[src/rtl/btn_evt_pkg.sv]
// Shared types for the front-panel button event path: event kinds, hold states, kind width.
package btn_evt_pkg;

  localparam int unsigned KIND_W = 2;

  typedef enum logic [KIND_W-1:0] {
    EVT_NONE    = 2'd0,
    EVT_PRESS   = 2'd1,
    EVT_RELEASE = 2'd2,
    EVT_REPEAT  = 2'd3
  } evt_kind_t;

  typedef enum logic [1:0] {
    RELEASED,
    HELD_WAIT,
    REPEATING
  } hold_state_t;

endpackage

[src/rtl/btn_channel.sv]
// One button lane: 2-FF synchroniser, tick-based integrator, optional hold FSM
// (AUTOREPEAT_EN) and a single-entry pending event slot.
module btn_channel
  import btn_evt_pkg::*;
#(
  parameter int unsigned STABLE_TICKS       = 4
`ifdef AUTOREPEAT_EN
  ,
  parameter int unsigned REPEAT_DELAY_TICKS = 200,
  parameter int unsigned REPEAT_RATE_TICKS  = 40
`endif
) (
  input  logic      clk,
  input  logic      rst_n,
  input  logic      btn_raw,
  input  logic      tick,
  input  logic      grant,
  output logic      level,
  output logic      pend,
  output evt_kind_t pend_kind,
  output logic      drop
);

  localparam int unsigned CNT_W = (STABLE_TICKS > 1) ? $clog2(STABLE_TICKS) : 1;

  logic             s1_q, s2_q;
  logic             level_q, level_d;
  logic [CNT_W-1:0] cnt_q, cnt_d;
  logic             pend_q, pend_d;
  evt_kind_t        kind_q, kind_d;
  logic             flip;
  logic             post;
  evt_kind_t        post_kind;

  always_comb begin
    level_d = level_q;
    cnt_d   = cnt_q;
    flip    = 1'b0;
    if (tick) begin
      if (s2_q != level_q) begin
        if (cnt_q == CNT_W'(STABLE_TICKS - 1)) begin
          flip    = 1'b1;
          level_d = ~level_q;
          cnt_d   = '0;
        end else begin
          cnt_d = cnt_q + 1'b1;
        end
      end else begin
        cnt_d = '0;
      end
    end
  end

`ifdef AUTOREPEAT_EN
  localparam int unsigned RPT_MAX = (REPEAT_DELAY_TICKS > REPEAT_RATE_TICKS) ?
                                    REPEAT_DELAY_TICKS : REPEAT_RATE_TICKS;
  localparam int unsigned RCNT_W  = (RPT_MAX > 1) ? $clog2(RPT_MAX) : 1;

  hold_state_t       state_q, state_d;
  logic [RCNT_W-1:0] rcnt_q, rcnt_d;
  logic              rpt;

  // A level flip on this tick takes priority over any repeat due on the same tick.
  always_comb begin
    state_d = state_q;
    rcnt_d  = rcnt_q;
    rpt     = 1'b0;
    if (flip) begin
      state_d = level_q ? RELEASED : HELD_WAIT;
      rcnt_d  = '0;
    end else if (tick) begin
      case (state_q)
        HELD_WAIT: begin
          if (rcnt_q == RCNT_W'(REPEAT_DELAY_TICKS - 1)) begin
            state_d = REPEATING;
            rcnt_d  = '0;
            rpt     = 1'b1;
          end else begin
            rcnt_d = rcnt_q + 1'b1;
          end
        end
        REPEATING: begin
          if (rcnt_q == RCNT_W'(REPEAT_RATE_TICKS - 1)) begin
            rcnt_d = '0;
            rpt    = 1'b1;
          end else begin
            rcnt_d = rcnt_q + 1'b1;
          end
        end
        default: rcnt_d = '0;
      endcase
    end
  end

  always_ff @(posedge clk or negedge rst_n) begin
    if (!rst_n) begin
      state_q <= RELEASED;
      rcnt_q  <= '0;
    end else begin
      state_q <= state_d;
      rcnt_q  <= rcnt_d;
    end
  end
`endif

  always_comb begin
    post      = flip;
    post_kind = level_q ? EVT_RELEASE : EVT_PRESS;
`ifdef AUTOREPEAT_EN
    if (!flip && rpt) begin
      post      = 1'b1;
      post_kind = EVT_REPEAT;
    end
`endif
  end

  // A grant in the same cycle ships the old entry, so the new post is not a drop.
  always_comb begin
    pend_d = pend_q;
    kind_d = kind_q;
    drop   = 1'b0;
    if (grant) pend_d = 1'b0;
    if (post) begin
      pend_d = 1'b1;
      kind_d = post_kind;
      drop   = pend_q && !grant;
    end
  end

  always_ff @(posedge clk or negedge rst_n) begin
    if (!rst_n) begin
      s1_q    <= 1'b0;
      s2_q    <= 1'b0;
      level_q <= 1'b0;
      cnt_q   <= '0;
      pend_q  <= 1'b0;
      kind_q  <= EVT_NONE;
    end else begin
      s1_q    <= btn_raw;
      s2_q    <= s1_q;
      level_q <= level_d;
      cnt_q   <= cnt_d;
      pend_q  <= pend_d;
      kind_q  <= kind_d;
    end
  end

  assign level     = level_q;
  assign pend      = pend_q;
  assign pend_kind = kind_q;

endmodule

[src/rtl/button_event_arbiter.sv]
// Front-panel debounce and event scheduler: shared tick, N button lanes, round-robin
// serialisation onto a valid/ready stream. Auto-repeat is built when AUTOREPEAT_EN is defined.
module button_event_arbiter
  import btn_evt_pkg::*;
#(
  parameter int unsigned N_BTN              = 5,
  parameter int unsigned TICK_DIV           = 250000,
  parameter int unsigned STABLE_TICKS       = 4,
  parameter int unsigned REPEAT_DELAY_TICKS = 200,
  parameter int unsigned REPEAT_RATE_TICKS  = 40,
  localparam int unsigned IDW = (N_BTN > 1) ? $clog2(N_BTN) : 1
) (
  input  logic              clk,
  input  logic              rst_n,
  input  logic [N_BTN-1:0]  btn_in,
  output logic [N_BTN-1:0]  btn_level,
  output logic              evt_valid,
  input  logic              evt_ready,
  output logic [IDW-1:0]    evt_id,
  output logic [KIND_W-1:0] evt_kind,
  output logic [7:0]        evt_drop_cnt
);

  localparam int unsigned TW = (TICK_DIV > 1) ? $clog2(TICK_DIV) : 1;

  logic [TW-1:0]    tcnt_q, tcnt_d;
  logic             tick;
  logic [N_BTN-1:0] pend, drop, grant;
  evt_kind_t        pend_kind [N_BTN];

  logic             valid_q, valid_d;
  logic [IDW-1:0]   id_q, id_d;
  evt_kind_t        kind_q, kind_d;
  logic [IDW-1:0]   ptr_q, ptr_d;
  logic [7:0]       drop_q, drop_d;

  assign tick   = (tcnt_q == TW'(TICK_DIV - 1));
  assign tcnt_d = tick ? '0 : tcnt_q + 1'b1;

  for (genvar g = 0; g < N_BTN; g++) begin : g_chan
    btn_channel #(
      .STABLE_TICKS       (STABLE_TICKS)
`ifdef AUTOREPEAT_EN
      ,
      .REPEAT_DELAY_TICKS (REPEAT_DELAY_TICKS),
      .REPEAT_RATE_TICKS  (REPEAT_RATE_TICKS)
`endif
    ) u_chan (
      .clk       (clk),
      .rst_n     (rst_n),
      .btn_raw   (btn_in[g]),
      .tick      (tick),
      .grant     (grant[g]),
      .level     (btn_level[g]),
      .pend      (pend[g]),
      .pend_kind (pend_kind[g]),
      .drop      (drop[g])
    );
  end

  // Search starts one past the last grant so every lane gets a turn.
  always_comb begin
    logic           found;
    logic [IDW-1:0] sel;
    int unsigned    idx;
    int unsigned    nd;
    int unsigned    tot;
    found   = 1'b0;
    sel     = '0;
    idx     = 0;
    nd      = 0;
    tot     = 0;
    grant   = '0;
    valid_d = valid_q;
    id_d    = id_q;
    kind_d  = kind_q;
    ptr_d   = ptr_q;
    for (int unsigned i = 1; i <= N_BTN; i++) begin
      idx = 32'(ptr_q) + i;
      if (idx >= N_BTN) idx = idx - N_BTN;
      if (!found && pend[idx]) begin
        found = 1'b1;
        sel   = IDW'(idx);
      end
    end
    if (!valid_q || evt_ready) begin
      if (found) begin
        grant[sel] = 1'b1;
        valid_d    = 1'b1;
        id_d       = sel;
        kind_d     = pend_kind[sel];
        ptr_d      = sel;
      end else begin
        valid_d = 1'b0;
      end
    end
    for (int unsigned i = 0; i < N_BTN; i++) nd = nd + 32'(drop[i]);
    tot    = 32'(drop_q) + nd;
    drop_d = (tot > 255) ? 8'hFF : 8'(tot);
  end

  always_ff @(posedge clk or negedge rst_n) begin
    if (!rst_n) begin
      tcnt_q  <= '0;
      valid_q <= 1'b0;
      id_q    <= '0;
      kind_q  <= EVT_NONE;
      ptr_q   <= IDW'(N_BTN - 1);
      drop_q  <= '0;
    end else begin
      tcnt_q  <= tcnt_d;
      valid_q <= valid_d;
      id_q    <= id_d;
      kind_q  <= kind_d;
      ptr_q   <= ptr_d;
      drop_q  <= drop_d;
    end
  end

  assign evt_valid    = valid_q;
  assign evt_id       = id_q;
  assign evt_kind     = kind_q;
  assign evt_drop_cnt = drop_q;

endmodule

[config.mk]
export PLATFORM = sky130hd
export DESIGN_NAME = button_event_arbiter
export DESIGN_NICKNAME = d
export VERILOG_FILES = /design/src/rtl/btn_evt_pkg.sv /design/src/rtl/btn_channel.sv /design/src/rtl/button_event_arbiter.sv
export SDC_FILE = /design/constraint.sdc
export NUM_CORES = 1
export LEC_CHECK = 0
export ABC_AREA = 1
export CAP_MARGIN = 20
export CORE_ASPECT_RATIO = 0.6
export CORE_UTILIZATION = 51
export DETAILED_ROUTE_END_ITERATION = 16
export PLACE_DENSITY = 0.68
export SYNTH_ARGS = -nofsm -noshare
export SYNTH_HDL_FRONTEND = slang
export SYNTH_SLANG_ARGS = --single-unit
[constraint.sdc]
create_clock -name clk -period 8.9 [get_ports clk]
set_input_delay 0.89 -clock clk [delete_from_list [all_inputs] [get_ports clk]]
set_output_delay 0.89 -clock clk [all_outputs]
set_load 0.03 [all_outputs]
# After elaboration in Yosys (flattened, before gate mapping)
# Cells that the tools add are included.
[op_classes] add_sub_neg=21 mul=0 div_mod_pow=0 n_lt_le_gt_ge=14 n_eq_ne=11 shift=0 muxes=80 bitwise=6 n_reduce_logical=32
[ops] op="< comparator 32 x 4 -> 1 bit, second input constant" n=5
[ops] op="2-to-1 mux 32 bit" n=5
[ops] op="2-to-1 mux 1 bit" n=42
[ops] op="2-to-1 mux 2 bit" n=17
[ops] op="subtractor 4 x 3 -> 5 bit, second input constant" n=5
[ops] op=">= comparator 4 x 3 -> 1 bit, second input constant" n=5
[ops] op="adder 18 x 1 -> 18 bit, second input constant" n=1
[ops] op="equality test 18 bit, second input constant" n=1
[ops] op="2-to-1 mux 18 bit" n=1
[ops] op="binary-select mux 1 bit (select 3 bit)" n=5
[ops] op="2-to-1 mux 3 bit" n=5
[ops] op="AND reduction 3 bit" n=5
[ops] op="adder 2 x 1 -> 2 bit, second input constant" n=5
[ops] op="equality test 2 bit, second input constant" n=5
[ops] op="logical AND 1 bit" n=10
[ops] op="zero test 1 bit" n=10
[ops] op="2-to-1 mux 5 bit" n=2
[ops] op="nonzero test 2 bit" n=5
[ops] op="adder 8 x 5 -> 9 bit" n=1
[ops] op="greater-than comparator 9 x 8 -> 1 bit, second input constant" n=1
[ops] op="adder 3 x 2 -> 4 bit, second input constant" n=2
[ops] op="adder 3 x 3 -> 4 bit, second input constant" n=2
[ops] op="2-to-1 mux 8 bit" n=1
[ops] op="binary-select mux 2 bit (select 3 bit)" n=1
[ops] op="other kinds (14)" n=22
[totals] register_bits=75 latchBits=0 mem_bits_rw=0 mem_bits_ro=0 input_bits=8 output_inout_bits=19 wordCells=200 mem_count=0

# Longest topological paths before layout
[logic_depth] ltp_word=34 depth_mapped=33 ltp_nobuf=33

# Hierarchy
# A second synthesis with hierarchy kept.
[hier_totals] hier_cells=601 area_unflattened_um2=4633.2
[modules_own_cells] mod="button_event_arbiter" instances=1 cells_per_inst=421 area_per_inst_um2=2969.1 seq_area_each_um2=827.0
[modules_own_cells] mod="btn_channel" instances=5 cells_per_inst=36 area_per_inst_um2=332.8 seq_area_each_um2=200.2

# Least setup slack after synthesis
# Ideal clock, no wire load.
[synth_timing] path_type="register to register" start="register, netlist name evt_id[1]" end="register drop_q[2], in the netlist evt_drop_cnt[2]" setup_time_ps=138 arrival_time_ps=4833 required_ps=8762 slack_ps=3928 path_stages_with_launch=29 n_path_buf=1 period_less_slack_ps=4972 path_cell_list="dfrtp_1 > inv_1 > ha_1 > buf_4 > nor2_4 > nand2_2 > nand2_1 > nand3_2 > xor2_1 > nand3_1 > nand2_1 > nand2_1 > nor2_2 > nand4_2 > nand2_2 > nor2_2 > nand2_1 > nand2_1 > nor2_1 > fa_1 > fa_1 > ha_1 > fa_1 > nand2_1 > inv_1 > o21ai_0 > nor2_1 > nand4_1 > o21ai_0"
[synth_lines] element="end signal, assigned" line_no="button_event_arbiter.sv:116" rtl="drop_q <= drop_d;"
[synth_lines] element="end, declared" line_no="button_event_arbiter.sv:35" rtl="logic [7:0] drop_q, drop_d;"

==> flow_summary.yaml <==
floorplanning:
  die-area_um2: 9150
  initial_utilization: 0.526
  die-width_um: 123
  die_h_um: 74.5
  fp-row-count: 26
  core_area_um2: 8490
  top_level_ports: 27
placement:
  io_buffer_count: 26
  gpl.final_weighted_congestion: 1.04
  dp_hpwl_mm: 7.64
grt:
  largest_net_degree_at_the_start_of_global_routing: 73
  first_global_vias: 3350
  global_route.usage.total: 0.244
  overflow: 0
  initial_antenna_violation_count: 0
  global_route_wire_length_before_repair_mm: 16.7
detailed_routing:
  totalWireLength_mm: 10.1
  post_drt_wl_per_cell_um: 14.1
  dr.pass1.iters: 5
  initialDrtViolationCount: 330
  drt.antenna.violating_nets: 0
  drc: 0
  vias_per_cell: 5.25
  detailed_route_via_count: 3766
cts:
  holdBufCountCts: 0
  cts_tree: "yes"
  clock_pin_slew_reported_for_the_worst_setup_and_hold_paths_after_clock_tree_synthesis_ns: 0.05
  worstSkewPairLatency_ns: 0.34
  total_number_of_h_tree_levels: 3
  cts_resized: 0
  cts.repair_timing.setup_buffer_count: 0
  clk_path_buf_depth: 2
  clock_sinks: 72
  cts_inserted_buffers: 9
  cts_root_buffer: "sky130_fd_sc_hd__clkbuf_16"
sta:
  grt_setup_unrepaired: "false"
  f_max_mhz: 162
  timing.final.hold_violations: 0
  drv_slew: 0
  final.period_utilization: 0.692
  clock_skew_ns: 0.00746
  fin_hold_ws_ns: 0.350
  finalSetupViolCount: 0
  slew_headroom: 0.408
  worst_slew_pin_slew_ns: 0.888
  totalNegativeSetupSlack_ns: 0
  period_minus_slack_ns: 6.16
run:
  max_cap_viol_count: 0
worst_setup_path:
  r2r_setup_slack_ns: 2.74
  crit_path_end_kind: "flop"
  data_required_critical_path_ns: 9.10
  timing.rr.start: "evt_id[0]"
  maximum_fanout_count_along_the_critical_path: 17
  timing.critical_path.from_type: "flop"
  path_class: "flop to flop"
  r2r.worst_path.cells: 27
  worst_ep_arrival_time_ns: 6.36
  crit-reg2reg-capture: "evt_drop_cnt[4]"
yosys:
  yosys.area.top_type_share: 0.398
  yosysSeqAreaShare: 0.404
  ys_types: 40
  synthDominantAreaCellType: "sky130_fd_sc_hd__dfrtp_1"
  synthCells: 574
  synth_seq_cells: 72
  post_synth_main_area_contributors: "sky130_fd_sc_hd__dfrtp_1 (40%), sky130_fd_sc_hd__nand2_1 (12%), sky130_fd_sc_hd__nand3_1 (6.6%), sky130_fd_sc_hd__inv_1 (6.6%), sky130_fd_sc_hd__ha_1 (6.2%)"
  synth_area_per_cell_um2: 7.78
  synth.cell_area_um2: 4470
  yosysWarningCount: 0
  mappedNetlistNets: 607
power:
  seqPwrFrac: 0.201
  pwr-share-clk: 0.164
  static-leakage-power_nw: 2.63
  vdd_ir_drop_max_v: 0.000223
  power.combinational.fraction: 0.635
  power_per_cell_area_nw_per_um2: 396
  power.switching_fraction: 0.517
  internal_power_w: 0.000968
  net-switching-power_w: 0.00104
hold_path:
  min_from: "g_chan[3].u_chan.s1_q"
  hold_path_end: "g_chan[3].u_chan.s2_q"
  instance_count_along_the_most_critical_hold_path: 0
  min_path_type: "flop to flop"
layout:
  final_layout_size_suffix_gt1_frac: 0.112
  final_layout_net_count: 634
  layout_commonest_cell: "sky130_fd_sc_hd__nand2_1"
  finalCoreUtilization: 0.597
  flow.area_growth_from_synthesis_pct: 13.4
  commonest_non_fill_non_tap_cells_in_the_layout: "sky130_fd_sc_hd__nand2_1 (142), sky130_fd_sc_hd__inv_1 (78), sky130_fd_sc_hd__dfrtp_1 (71)"
  num_antenna_cells: 0
status:
  status: "complete, no violations"
## how the worst max path moves through the flow
| stage | from | to | slack (ns) | depth (start not counted) |
|---|---|---|---|---|
| after floorplan | evt_id[1] | evt_drop_cnt[2] | 3.93 | 28 |
| after global placement | evt_id[0] | evt_drop_cnt[2] | 2.95 | 27 |
| after detailed placement | evt_id[0] | evt_drop_cnt[4] | 2.82 | 27 |
| after CTS | evt_id[0] | evt_drop_cnt[4] | 2.77 | 27 |
| after global routing | evt_id[0] | evt_drop_cnt[4] | 2.25 | 27 |
| final | evt_id[0] | evt_drop_cnt[4] | 2.74 | 27 |
## layer usage
layer | GRT usage | wire length [µm] | vias to the layer above
met5 | 0 | 0 | -
met4 | 0.0569 | 95 | 0
met3 | 0.0982 | 923 | 12
met2 | 0.314 | 3850 | 136
met1 | 0.374 | 5260 | 1748
li1 | - | - | 1870
## area by class of cell
class                   count  area [µm²]
fillers                   762        3430
multi-input cells         405        2260
flip-flops and latches     72        1800
inverters                  87         327
repair buffers             26         258
clock buffers              12         256
well taps                 112         140
clock inverters             3        17.5
## power groups by stage
| stage | registers (W) | clock network (W) | logic (W) |
|---|---|---|---|
| final | 0.000402 | 0.000329 | 0.00127 |
| after global routing | 0.000406 | 0.000354 | 0.00142 |
| after CTS | 0.000401 | 0.000339 | 0.00125 |
| after detailed placement | 0.000406 | 0 | 0.00124 |
| after global placement | 0.000405 | 0 | 0.00123 |
| after floorplan | 0.000401 | 0 | 0.000993 |
## cell families (layout without fill, tap and decap cells)
group	Yosys count	in the layout	synth area share
AO/OA/AOI/OAI	50	50	0.0588
XOR/XNOR	14	14	0.0308
adder cells (fa/ha/maj)	25	25	0.0750
buffers and inverters	97	128	0.0899
flip-flops	72	72	0.404
AND/OR/NAND/NOR	316	316	0.342
## cells in the mapped netlist, drive strengths merged
cell    instances
nand3          72
nand3b          3
o21bai          1
fa              3
dfstp           1
xnor2           8
o21ai          32
nor3b           1
a31oi           2
clkinv          2
clkbuf          1
ha             22
and2            1
inv            85
nand2         160
nor4            3
xor2            6
nor2           56
nor3            6
buf             9
a21oi          15
or2             3
nand4          11
dfrtp          71
## through the flow
| step | setup slack, ns | total power (W) | cell area, µm² | cells |
|---|---|---|---|---|
| floorplan | 3.93 | 0.00139 | 4470 | 574 |
| global placement | 2.95 | 0.00164 | 4790 | 702 |
| detailed placement | 2.82 | 0.00165 | 4790 | 702 |
| CTS | 2.77 | 0.00199 | 5060 | 717 |
| global route | 2.25 | 0.00218 | 5060 | 717 |
| finish | 2.74 | 0.00200 | 5060 | 717 |
## registers in the layout (all words and copies together), names as in the netlist, 2 cells and up
| signal | flops |
|---|---|
| evt_kind | 2 |
| evt_drop_cnt | 8 |
| g_chan.u_chan.s1_q | 5 |
| g_chan.u_chan.cnt_q | 10 |
| g_chan.u_chan.s2_q | 5 |
| evt_id | 3 |
| g_chan.u_chan.pend_kind | 10 |
| tcnt_q | 18 |
| g_chan.u_chan.level | 4 |
| g_chan.u_chan.pend | 5 |
## worst max-delay path, stage by stage, from the launching register on
cell and delay (ns):
sky130_fd_sc_hd__dfrtp_1 0.86, sky130_fd_sc_hd__inv_2 0.27, sky130_fd_sc_hd__ha_1 0.54, sky130_fd_sc_hd__nor2_4 0.19, sky130_fd_sc_hd__nand2_2 0.08, sky130_fd_sc_hd__nand2_1 0.15, sky130_fd_sc_hd__nand3_2 0.11, sky130_fd_sc_hd__xor2_1 0.28
sky130_fd_sc_hd__nand3_1 0.12, sky130_fd_sc_hd__nand2_1 0.08, sky130_fd_sc_hd__nand2_1 0.06, sky130_fd_sc_hd__nor2_2 0.19, sky130_fd_sc_hd__nand4_2 0.21, sky130_fd_sc_hd__nand2_2 0.17, sky130_fd_sc_hd__nor2_2 0.06, sky130_fd_sc_hd__nand2_1 0.06
sky130_fd_sc_hd__nand2_1 0.07, sky130_fd_sc_hd__nor2_1 0.14, sky130_fd_sc_hd__fa_1 0.46, sky130_fd_sc_hd__fa_1 0.50, sky130_fd_sc_hd__ha_1 0.24, sky130_fd_sc_hd__fa_1 0.39, sky130_fd_sc_hd__nand2_1 0.08, sky130_fd_sc_hd__inv_1 0.04
sky130_fd_sc_hd__o21ai_0 0.21, sky130_fd_sc_hd__nor2_1 0.10, sky130_fd_sc_hd__nand4_1 0.24, sky130_fd_sc_hd__o21ai_0 0.14
Power figures use the tool's default switching activity.
